**src/rtl/paint_scanner_if.sv**
```systemverilog
// Shared paint bus (coordinates out, layer results in) plus the pixel stream
// toward the LCD/framebuffer writer.
interface paint_scanner_if #(
    parameter int LAYERS = 4
);
    logic signed [15:0]     paint_x;
    logic signed [15:0]     paint_y;
    logic [LAYERS-1:0]      layer_enable;
    logic [16*LAYERS-1:0]   layer_color;
    logic                   pixel_valid;
    logic [15:0]            pixel_data;
    logic                   pixel_last;
    logic                   pixel_ready;

    modport master (
        output paint_x, paint_y, pixel_valid, pixel_data, pixel_last,
        input  layer_enable, layer_color, pixel_ready
    );

    modport slave (
        input  paint_x, paint_y, pixel_valid, pixel_data, pixel_last,
        output layer_enable, layer_color, pixel_ready
    );
endinterface

```
**src/rtl/paint_scanner.sv**
```systemverilog
// Raster scan generator and layer compositor: issues coordinates on credit,
// composites the delayed layer results and buffers pixels in an output FIFO.
module paint_scanner #(
    parameter int          H_RES      = 480,
    parameter int          V_RES      = 800,
    parameter int          LAYERS     = 4,
    parameter int          LATENCY    = 7,
    parameter int          FIFO_DEPTH = 16,
    parameter logic [15:0] BG_COLOR   = 16'h0000
) (
    input  logic            clk,
    input  logic            rstn,
    input  logic            frame_start,
    output logic            frame_busy,
    output logic            frame_done,
    paint_scanner_if.master bus
);
    localparam int AW = $clog2(FIFO_DEPTH);
    localparam int CW = AW + 1;
    localparam int IW = $clog2(LATENCY + 1);

    typedef enum logic [1:0] {IDLE, SCAN, DRAIN} state_t;

    state_t             state, state_next;
    logic [15:0]        x_cnt, y_cnt;
    logic [LATENCY-1:0] issue_sr, last_sr;
    logic [IW-1:0]      inflight;
    logic [CW-1:0]      fifo_count;
    logic [AW-1:0]      wr_ptr, rd_ptr;
    logic [16:0]        fifo_mem [FIFO_DEPTH];
    logic [16:0]        head;
    logic               issue, credit_ok, is_last_coord;
    logic               push, pop, done_next;
    logic [15:0]        comp_color;

    assign is_last_coord = (x_cnt == 16'(H_RES - 1)) && (y_cnt == 16'(V_RES - 1));
    assign push          = issue_sr[LATENCY-1];
    assign pop           = bus.pixel_valid && bus.pixel_ready;
    assign head          = fifo_mem[rd_ptr];

    // A pop in this cycle frees its slot, so issue may reuse it immediately.
    assign credit_ok = (int'(fifo_count) - int'(pop) + int'(inflight)) < FIFO_DEPTH;

    always_comb begin
        state_next = state;
        issue      = 1'b0;
        done_next  = 1'b0;
        case (state)
            IDLE: begin
                if (frame_start && !frame_done) state_next = SCAN;
            end
            SCAN: begin
                issue = credit_ok;
                if (credit_ok && is_last_coord) state_next = DRAIN;
            end
            DRAIN: begin
                if (pop && head[0]) begin
                    state_next = IDLE;
                    done_next  = 1'b1;
                end
            end
            default: state_next = IDLE;
        endcase
    end

    always_ff @(posedge clk or negedge rstn) begin
        if (!rstn) begin
            state      <= IDLE;
            frame_done <= 1'b0;
        end else begin
            state      <= state_next;
            frame_done <= done_next;
        end
    end

    always_ff @(posedge clk or negedge rstn) begin
        if (!rstn) begin
            x_cnt <= '0;
            y_cnt <= '0;
        end else if (state == IDLE && state_next == SCAN) begin
            x_cnt <= '0;
            y_cnt <= '0;
        end else if (issue) begin
            if (is_last_coord) begin
                x_cnt <= '0;
                y_cnt <= '0;
            end else if (x_cnt == 16'(H_RES - 1)) begin
                x_cnt <= '0;
                y_cnt <= y_cnt + 16'd1;
            end else begin
                x_cnt <= x_cnt + 16'd1;
            end
        end
    end

    always_ff @(posedge clk or negedge rstn) begin
        if (!rstn) begin
            issue_sr <= '0;
            last_sr  <= '0;
            inflight <= '0;
        end else begin
            issue_sr <= {issue_sr[LATENCY-2:0], issue};
            last_sr  <= {last_sr[LATENCY-2:0], issue && is_last_coord};
            inflight <= inflight + IW'(issue) - IW'(push);
        end
    end

    // Lowest-index enabled layer wins; scanning downward lets it overwrite.
    always_comb begin
        comp_color = BG_COLOR;
        for (int i = LAYERS - 1; i >= 0; i--) begin
            if (bus.layer_enable[i]) comp_color = bus.layer_color[16*i +: 16];
        end
    end

    always_ff @(posedge clk) begin
        if (push) fifo_mem[wr_ptr] <= {comp_color, last_sr[LATENCY-1]};
    end

    always_ff @(posedge clk or negedge rstn) begin
        if (!rstn) begin
            wr_ptr     <= '0;
            rd_ptr     <= '0;
            fifo_count <= '0;
        end else begin
            if (push) wr_ptr <= wr_ptr + AW'(1);
            if (pop)  rd_ptr <= rd_ptr + AW'(1);
            fifo_count <= fifo_count + CW'(push) - CW'(pop);
        end
    end

    assign bus.paint_x     = signed'(x_cnt);
    assign bus.paint_y     = signed'(y_cnt);
    assign bus.pixel_valid = (fifo_count != '0);
    assign bus.pixel_data  = bus.pixel_valid ? head[16:1] : 16'h0000;
    assign bus.pixel_last  = bus.pixel_valid && head[0];
    assign frame_busy      = (state != IDLE);

    a_no_overflow: assert property (@(posedge clk) disable iff (!rstn)
        !(push && !pop && fifo_count == CW'(FIFO_DEPTH)));

endmodule

```
**src/flat_wrapper.sv**
```systemverilog
// flat-port wrapper written by rule: the top's interface ports become plain ports
module paint_scanner_flat 
#(
    parameter int          H_RES      = 480,
    parameter int          V_RES      = 800,
    parameter int          LAYERS     = 4,
    parameter int          LATENCY    = 7,
    parameter int          FIFO_DEPTH = 16,
    parameter logic [15:0] BG_COLOR   = 16'h0000
)
  (clk, rstn, frame_start, frame_busy, frame_done, bus_paint_x, bus_paint_y, bus_pixel_valid, bus_pixel_data, bus_pixel_last, bus_layer_enable, bus_layer_color, bus_pixel_ready);
  paint_scanner_if #(.LAYERS(LAYERS)) bus_i ();
  input  logic clk;
  input  logic rstn;
  input  logic frame_start;
  output logic frame_busy;
  output logic frame_done;
  output wire logic [$bits(bus_i.paint_x)-1:0] bus_paint_x;
  output wire logic [$bits(bus_i.paint_y)-1:0] bus_paint_y;
  output wire logic [$bits(bus_i.pixel_valid)-1:0] bus_pixel_valid;
  output wire logic [$bits(bus_i.pixel_data)-1:0] bus_pixel_data;
  output wire logic [$bits(bus_i.pixel_last)-1:0] bus_pixel_last;
  input wire logic [$bits(bus_i.layer_enable)-1:0] bus_layer_enable;
  input wire logic [$bits(bus_i.layer_color)-1:0] bus_layer_color;
  input wire logic [$bits(bus_i.pixel_ready)-1:0] bus_pixel_ready;
  assign bus_paint_x = bus_i.paint_x;
  assign bus_paint_y = bus_i.paint_y;
  assign bus_pixel_valid = bus_i.pixel_valid;
  assign bus_pixel_data = bus_i.pixel_data;
  assign bus_pixel_last = bus_i.pixel_last;
  assign bus_i.layer_enable = bus_layer_enable;
  assign bus_i.layer_color = bus_layer_color;
  assign bus_i.pixel_ready = bus_pixel_ready;
  paint_scanner #(.H_RES(H_RES), .V_RES(V_RES), .LAYERS(LAYERS), .LATENCY(LATENCY), .FIFO_DEPTH(FIFO_DEPTH), .BG_COLOR(BG_COLOR)) u_core (.clk(clk), .rstn(rstn), .frame_start(frame_start), .frame_busy(frame_busy), .frame_done(frame_done), .bus(bus_i));
endmodule
```
**config.mk**
```make
export PLATFORM = sky130hd
export DESIGN_NAME = paint_scanner_flat
export DESIGN_NICKNAME = d
export VERILOG_FILES = /design/src/rtl/paint_scanner_if.sv /design/src/rtl/paint_scanner.sv /design/src/flat_wrapper.sv
export SDC_FILE = /design/constraint.sdc
export NUM_CORES = 1
export LEC_CHECK = 0
export ABC_AREA = 1
export CORE_MARGIN = 8
export CORE_UTILIZATION = 49
export CTS_CLUSTER_SIZE = 40
export DETAILED_ROUTE_END_ITERATION = 10
export PLACE_DENSITY = 0.69
export SYNTH_ARGS = -nofsm -noshare
export SYNTH_HDL_FRONTEND = slang
export SYNTH_SLANG_ARGS = --single-unit
```
**constraint.sdc**
```tcl
create_clock -name clk -period 5.8 [get_ports clk]
set_clock_uncertainty 0.05 [all_clocks]
set_input_delay 0.58 -clock clk [delete_from_list [all_inputs] [get_ports clk]]
set_output_delay 0.58 -clock clk [all_outputs]
set_load 0.01 [all_outputs]
```
; Word level (Yosys, flattened, before mapping)
; Memory sizes are Yosys's and may differ from the RTL's.
; Index checks and enable logic that the tools add are counted.
[op_classes]
addsub = 10
multipliers = 0
div_mod_pow = 0
magnitude_cmp = 1
eq_ne = 5
shifts = 0
n_mux = 22
n_bitwise = 0
reduce_logical = 15
[op_table]
columns = cell, count
row1 = two-way mux 16 bit, 13
row2 = adder 16 x 1 -> 16 bit (second input constant), 2
row3 = adder 32 x 4 -> 32 bit, 1
row4 = less-than comparator 32 x 6 -> 1 bit (second input constant), 1
row5 = equality test 16 x 10 -> 1 bit (second input constant), 1
row6 = equality test 16 x 9 -> 1 bit (second input constant), 1
row7 = adder 4 x 1 -> 4 bit (second input constant), 2
row8 = logical AND 1 bit, 8
row9 = two-way mux 2 bit, 3
row10 = case mux 2 bit (3 select lines), 1
row11 = subtractor 5 x 1 -> 6 bit, 1
row12 = adder 5 x 1 -> 5 bit, 1
row13 = two-way mux 1 bit, 5
row14 = nonzero test 5 bit, 1
row15 = subtractor 5 x 1 -> 5 bit, 1
row16 = equality test 2 x 1 -> 1 bit (second input constant), 2
row17 = nonzero test 2 bit, 2
row18 = adder 3 x 1 -> 3 bit, 1
row19 = nonzero test 3 bit, 1
row20 = subtractor 3 x 1 -> 3 bit, 1
row21 = equality test 2 bit (second input constant), 1
row22 = zero test 2 bit, 1
row23 = AND reduction 2 bit, 1
row24 = zero test 1 bit, 1
[word_totals]
ff_bits = 65
latchBits = 0
ram_bits = 272
romBits = 0
input_bits = 72
out_inout_bits = 52
wordCells = 64
n_memories = 1
[memory_table]
columns = name, words, word_bits, rd, rd_clocked_by_memory_dff, write_ports, line_no
row1 = u_core.fifo_mem, 16, 17, 1, 0, 1, paint_scanner.sv:30  ; logic [16:0] fifo_mem [FIFO_DEPTH];

; Depth between registers and ports, before layout
[depth]
word_depth = 12
ltp_mapped = 29
depth_no_buf = 29

; Least setup slack after synthesis
; No wires, ideal clock.
[synth_timing]
kind = register to register
from = register u_core.fifo_count[3]
to = register u_core.inflight[2]
setup_time_ns = 0.123
t_arrival_ns = 3.861
required_ns = 5.627
slack_ns = 1.767
stages_incl_launch_ff = 27
path_buffers = 0
synth_period_minus_slack_ns = 4.033
path_cell_list = dfrtp_1 inv_1 ha_1 inv_1 nor2_2 nand2_4 nand3_4 inv_1 ha_1 xor2_1 ha_1 nand2_1 inv_1 nand3_2 nand2_2 nand4_1 ha_1 or2_2 nor4_1 nand2_1 nand2_2 nand2_4 inv_1 ha_1 inv_1 fa_1 xnor2_1
[synth_via]
elab_chain_len = 8
[synth_rtl]
columns = item, line_no
row1 = from (decl), paint_scanner.sv:28  ; logic [CW-1:0] fifo_count;
row2 = from (signal assigned), paint_scanner.sv:128  ; fifo_count <= fifo_count + CW'(push) - CW'(pop);
row3 = nonzero test 5 bit, paint_scanner.sv:134  ; assign bus.pixel_valid = (fifo_count != '0);
row4 = named net bus_pixel_valid, flat_wrapper.sv:20  ; output wire logic [$bits(bus_i.pixel_valid)-1:0] bus_pixel_valid;
row5 = logical AND 1 bit, paint_scanner.sv:38  ; assign pop = bus.pixel_valid && bus.pixel_ready;
row6 = subtractor 5 x 1 -> 6 bit, paint_scanner.sv:42  ; assign credit_ok = (int'(fifo_count) - int'(pop) + int'(inflight)) < FIFO_DEPTH;
row7 = adder 32 x 4 -> 32 bit, paint_scanner.sv:42
row8 = less-than comparator 32 x 6 -> 1 bit, paint_scanner.sv:42
row9 = two-way mux 1 bit, paint_scanner.sv:48  ; case (state)
row10 = named net u_core.issue, paint_scanner.sv:32  ; logic issue, credit_ok, is_last_coord;
row11 = adder 3 x 1 -> 3 bit, paint_scanner.sv:104  ; inflight <= inflight + IW'(issue) - IW'(push);
row12 = subtractor 3 x 1 -> 3 bit, paint_scanner.sv:104
row13 = to (signal assigned), paint_scanner.sv:104
row14 = to (decl), paint_scanner.sv:27  ; logic [IW-1:0] inflight;
; The timed path passes the listed nets, and every way through them passes these cells.
; A chain may end at the register's enable or synchronous reset.

; Worst setup path after layout
[layout_timing]
from = register u_core.fifo_count[3]
to = register u_core.inflight[2]
[layout_via]
elab_chain_len = 8
[layout_rtl]
columns = item, line_no
row1 = nonzero test 5 bit, paint_scanner.sv:134
row2 = logical AND 1 bit, paint_scanner.sv:38
row3 = subtractor 5 x 1 -> 6 bit *, paint_scanner.sv:42
row4 = adder 32 x 4 -> 32 bit *, paint_scanner.sv:42
row5 = less-than comparator 32 x 6 -> 1 bit *, paint_scanner.sv:42
row6 = two-way mux 1 bit *, paint_scanner.sv:48
row7 = named net u_core.issue, paint_scanner.sv:32
row8 = adder 3 x 1 -> 3 bit *, paint_scanner.sv:104
row9 = subtractor 3 x 1 -> 3 bit *, paint_scanner.sv:104
; Mark *: on every way through the listed nets, which the timed path passes. The rest lies on a longest branch.

==> results.cfg <==
[outcome]
status = complete, no violations

[yosys]
synth-edff-count = 272
ys.warnings.count = 0
syn_nets = 1458
ys_async_sr_fraction = 0.193
netlist_instances = 1355
postSynth.topFlopCell = sky130_fd_sc_hd__edfxtp_1
syn-mean-instance-area_um2 = 11.1
synth_seq_cells = 337
syn_area_um2 = 15100
yosysSeqAreaShare = 0.651
number_of_distinct_library_cells_after_synthesis = 40

[power]
pnr_total_power_mw = 8.33
peakVddDrop_v = 0.000357
power_per_cell_area_nw_per_um2 = 467
total_leakage_power_nw = 6.50

[global_routing]
pin_count_of_the_biggest_net_entering_global_routing = 116
vias_in_the_first_global_route = 10600
grt_util_all_layers = 0.207
globalRouteOverflowTotal = 0
first_pass_grt_wire_length_um = 59100
antenna_found_initial = 0

[clock_tree]
clock_latency_ps = 510
cts.sinks = 337
clock-root-buffer = sky130_fd_sc_hd__clkbuf_16
ctsHoldBuffers = 0
clkSlewWorstSetupHoldPaths_ps = 60
tritoncts = done
cts_max_path_buffers = 3
h-tree-depth = 2
post_cts_resized = 0
cts_buffers = 36
setup_buffers_after_cts = 0

[sta]
relSlewSlack = 0.0955
final-max-slew-violation-count = 0
setup_tns_ps = 0
timing.final.crit_period_ps = 4480
post-route-period-util = 0.773
setup_repair_after_global_routing_missed_its_margin = false
finalHoldViolations = 0
worst_slew_pin_slew_ps = 1360
fmax_mhz = 223
setup_violations = 0

[setup_path]
timing.critical_path.fanout_max = 8
critical_path_sink_type = flip-flop
start_kind = flip-flop
critPathMaxStageDelay_ps = 380
timing.critical_path.mode_cell = sky130_fd_sc_hd__inv_1
critical_path_required_ps = 6140
setup.worst_path.start = u_core.fifo_count[3]
startpoint_of_the_most_critical_register_to_register_path = u_core.fifo_count[3]
cp_data_arrival_time_ps = 4820
slowest_stage = sky130_fd_sc_hd__dfrtp_1
setup_crit_path_kind = flip-flop to flip-flop

[floorplan]
start_util = 0.495
die_w_um = 191
die_height_um = 191
rows = 64
core_region_area_um2 = 30400
top_ports = 124
fp.dieArea_um2 = 36600

[finish]
instances_no_fill = 1896
utilization = 0.587
final_nets = 1578
drive_gt1_frac = 0.0840
final_area_um2 = 17800
fillerInstances = 2468
antenna_cells = 0
layout-area-overhead-vs-synth_pct = 18.6
area.sequential_um2 = 9800
multi_input_area_um2 = 4700

[placement]
port_buffers = 123
dpl_cell_area_um2 = 16800
finalWeightedCongestion = 0.883
dpl.hpwl_um = 22600
dp.cells = 1833

[routing]
drt_pre_antenna_iters = 6
post-route-drc-count = 0
final_antenna_net_count = 0
wirelength_um = 37600
routed-via-count = 10800
wl_per_cell_um = 19.9
1st_iter_drt_viols = 1023
vias_per_cell = 5.69

[hold_path]
hold_path_class = primary input to async pin

[flow_run]
max_cap_violations = 0
area by class of cell:
cell class,instances,share of cell area
clock buffer,49,0.0544
clock inverter,14,0.00687
inverter,72,0.0152
multi-input combinational,872,0.263
sequential,337,0.549
tap,396,0.0278
timing repair buffer,156,0.0833
through the flow:
stage	hold slack [ps]	setup WS, ps
6_report	215	1320
5_1_grt	297	876
4_1_cts	238	1310
3_5_place_dp	286	1240
3_3_place_gp	283	1340
2_1_floorplan	234	1770
synthesized netlist by cell type, types with 2 or more instances:
cell type | instances | area, um2
sky130_fd_sc_hd__xor2_1 | 24 | 210
sky130_fd_sc_hd__nor3_1 | 21 | 105
sky130_fd_sc_hd__nand2_2 | 3 | 18.8
sky130_fd_sc_hd__clkbuf_1 | 54 | 203
sky130_fd_sc_hd__nand3_2 | 9 | 90.1
sky130_fd_sc_hd__o211ai_1 | 24 | 180
sky130_fd_sc_hd__inv_1 | 69 | 259
sky130_fd_sc_hd__fa_1 | 2 | 40.0
sky130_fd_sc_hd__buf_4 | 4 | 30.0
sky130_fd_sc_hd__nor2_1 | 217 | 815
sky130_fd_sc_hd__buf_12 | 2 | 40.0
sky130_fd_sc_hd__edfxtp_1 | 272 | 8170
sky130_fd_sc_hd__dfrtp_1 | 65 | 1630
sky130_fd_sc_hd__nor3b_1 | 3 | 22.5
sky130_fd_sc_hd__nor2_2 | 2 | 12.5
sky130_fd_sc_hd__a21oi_1 | 51 | 255
sky130_fd_sc_hd__nand4_1 | 18 | 113
sky130_fd_sc_hd__buf_1 | 8 | 30.0
sky130_fd_sc_hd__o22ai_1 | 26 | 163
sky130_fd_sc_hd__o221ai_1 | 42 | 368
sky130_fd_sc_hd__nand2_1 | 173 | 649
sky130_fd_sc_hd__buf_2 | 6 | 30.0
sky130_fd_sc_hd__o21ai_0 | 161 | 806
sky130_fd_sc_hd__xnor2_1 | 3 | 26.3
sky130_fd_sc_hd__clkinv_1 | 3 | 11.3
sky130_fd_sc_hd__nor4_1 | 6 | 37.5
sky130_fd_sc_hd__nand3_1 | 38 | 190
sky130_fd_sc_hd__ha_1 | 29 | 363
sky130_fd_sc_hd__or2_2 | 4 | 25.0
sky130_fd_sc_hd__nor4b_1 | 3 | 26.3
sky130_fd_sc_hd__nand2_4 | 4 | 45.0
registers in the layout, indices dropped and copies added, names as in the netlist, 4 cells and up:
| signal | count |
|---|---|
| u_core.rd_ptr | 4 |
| u_core.last_sr | 7 |
| u_core.issue_sr | 7 |
| u_core.bus.paint_x | 16 |
| u_core.fifo_count | 5 |
| u_core.bus.paint_y | 16 |
| u_core.wr_ptr | 4 |
| u_core.fifo_mem | 272 |
critical path, delay by kind of cell (launching register included):
family	cells	cell delay, ps
adder cells (fa/ha/maj)	6	1500
flip-flops	1	380
XOR/XNOR	2	310
buffers and inverters	7	560
AND/OR/NAND/NOR	13	1560
power by group:
part	switching [mW]	internal [mW]	total (mW)
sequential	0.192	2.92	3.11
clock	0.888	1.26	2.15
combinational	2.00	1.07	3.07
cell usage in the layout (no fill, tap or decap), types with 2 or more instances in the layout:
| cell | instances |
|---|---|
| sky130_fd_sc_hd__inv_1 | 69 |
| sky130_fd_sc_hd__clkbuf_16 | 37 |
| sky130_fd_sc_hd__nand4_1 | 18 |
| sky130_fd_sc_hd__nor2_1 | 201 |
| sky130_fd_sc_hd__nand2_4 | 4 |
| sky130_fd_sc_hd__nand3_1 | 38 |
| sky130_fd_sc_hd__nor3_1 | 21 |
| sky130_fd_sc_hd__o21ai_0 | 161 |
| sky130_fd_sc_hd__nand2_2 | 3 |
| sky130_fd_sc_hd__clkbuf_1 | 12 |
| sky130_fd_sc_hd__nand2_1 | 173 |
| sky130_fd_sc_hd__fa_1 | 2 |
| sky130_fd_sc_hd__nor4_1 | 6 |
| sky130_fd_sc_hd__o22ai_1 | 26 |
| sky130_fd_sc_hd__nand3_2 | 9 |
| sky130_fd_sc_hd__buf_4 | 32 |
| sky130_fd_sc_hd__or2_2 | 4 |
| sky130_fd_sc_hd__bufinv_16 | 2 |
| sky130_fd_sc_hd__inv_6 | 2 |
| sky130_fd_sc_hd__dfrtp_1 | 63 |
| sky130_fd_sc_hd__ha_1 | 29 |
| sky130_fd_sc_hd__xor2_1 | 24 |
| sky130_fd_sc_hd__nor4b_1 | 3 |
| sky130_fd_sc_hd__clkdlybuf4s50_1 | 122 |
| sky130_fd_sc_hd__clkinv_1 | 8 |
| sky130_fd_sc_hd__o211ai_1 | 24 |
| sky130_fd_sc_hd__a21oi_1 | 51 |
| sky130_fd_sc_hd__o221ai_1 | 42 |
| sky130_fd_sc_hd__edfxtp_1 | 272 |
| sky130_fd_sc_hd__nor2_2 | 18 |
| sky130_fd_sc_hd__clkinv_2 | 4 |
| sky130_fd_sc_hd__nor3b_1 | 3 |
| sky130_fd_sc_hd__xnor2_1 | 3 |
final timing paths:
check	end	slack (ps)	depth (start not counted)
worst min register to register	u_core.last_sr[6]	300	0
worst max-delay path	u_core.inflight[2]	1320	28
max in group asynchronous	u_core.rd_ptr[0]	4850	2
worst max register to register	u_core.inflight[2]	1320	28
min in group clk	u_core.last_sr[6]	300	0
worst min-delay path	u_core.bus.paint_x[14]	210	2
per-layer routing:
metal / routed length [um] / vias up / global-route usage
met5: 0 / - / 0
met4: 674 / 0 / 0.0539
met3: 3130 / 59 / 0.0412
met2: 17700 / 436 / 0.331
met1: 16100 / 5219 / 0.285
li1: - / 5082 / -
kinds of logic (layout without fill, tap and decap cells):
group	Yosys count	count (layout)	share of synthesized area
flip-flops	337	337	0.651
adder cells (fa/ha/maj)	31	31	0.0268
AO/OA/AOI/OAI	308	308	0.120
AND/OR/NAND/NOR	506	506	0.147
buffers and inverters	146	291	0.0401
XOR/XNOR	27	27	0.0157
No activity file was read; power rests on OpenSTA's default activity.
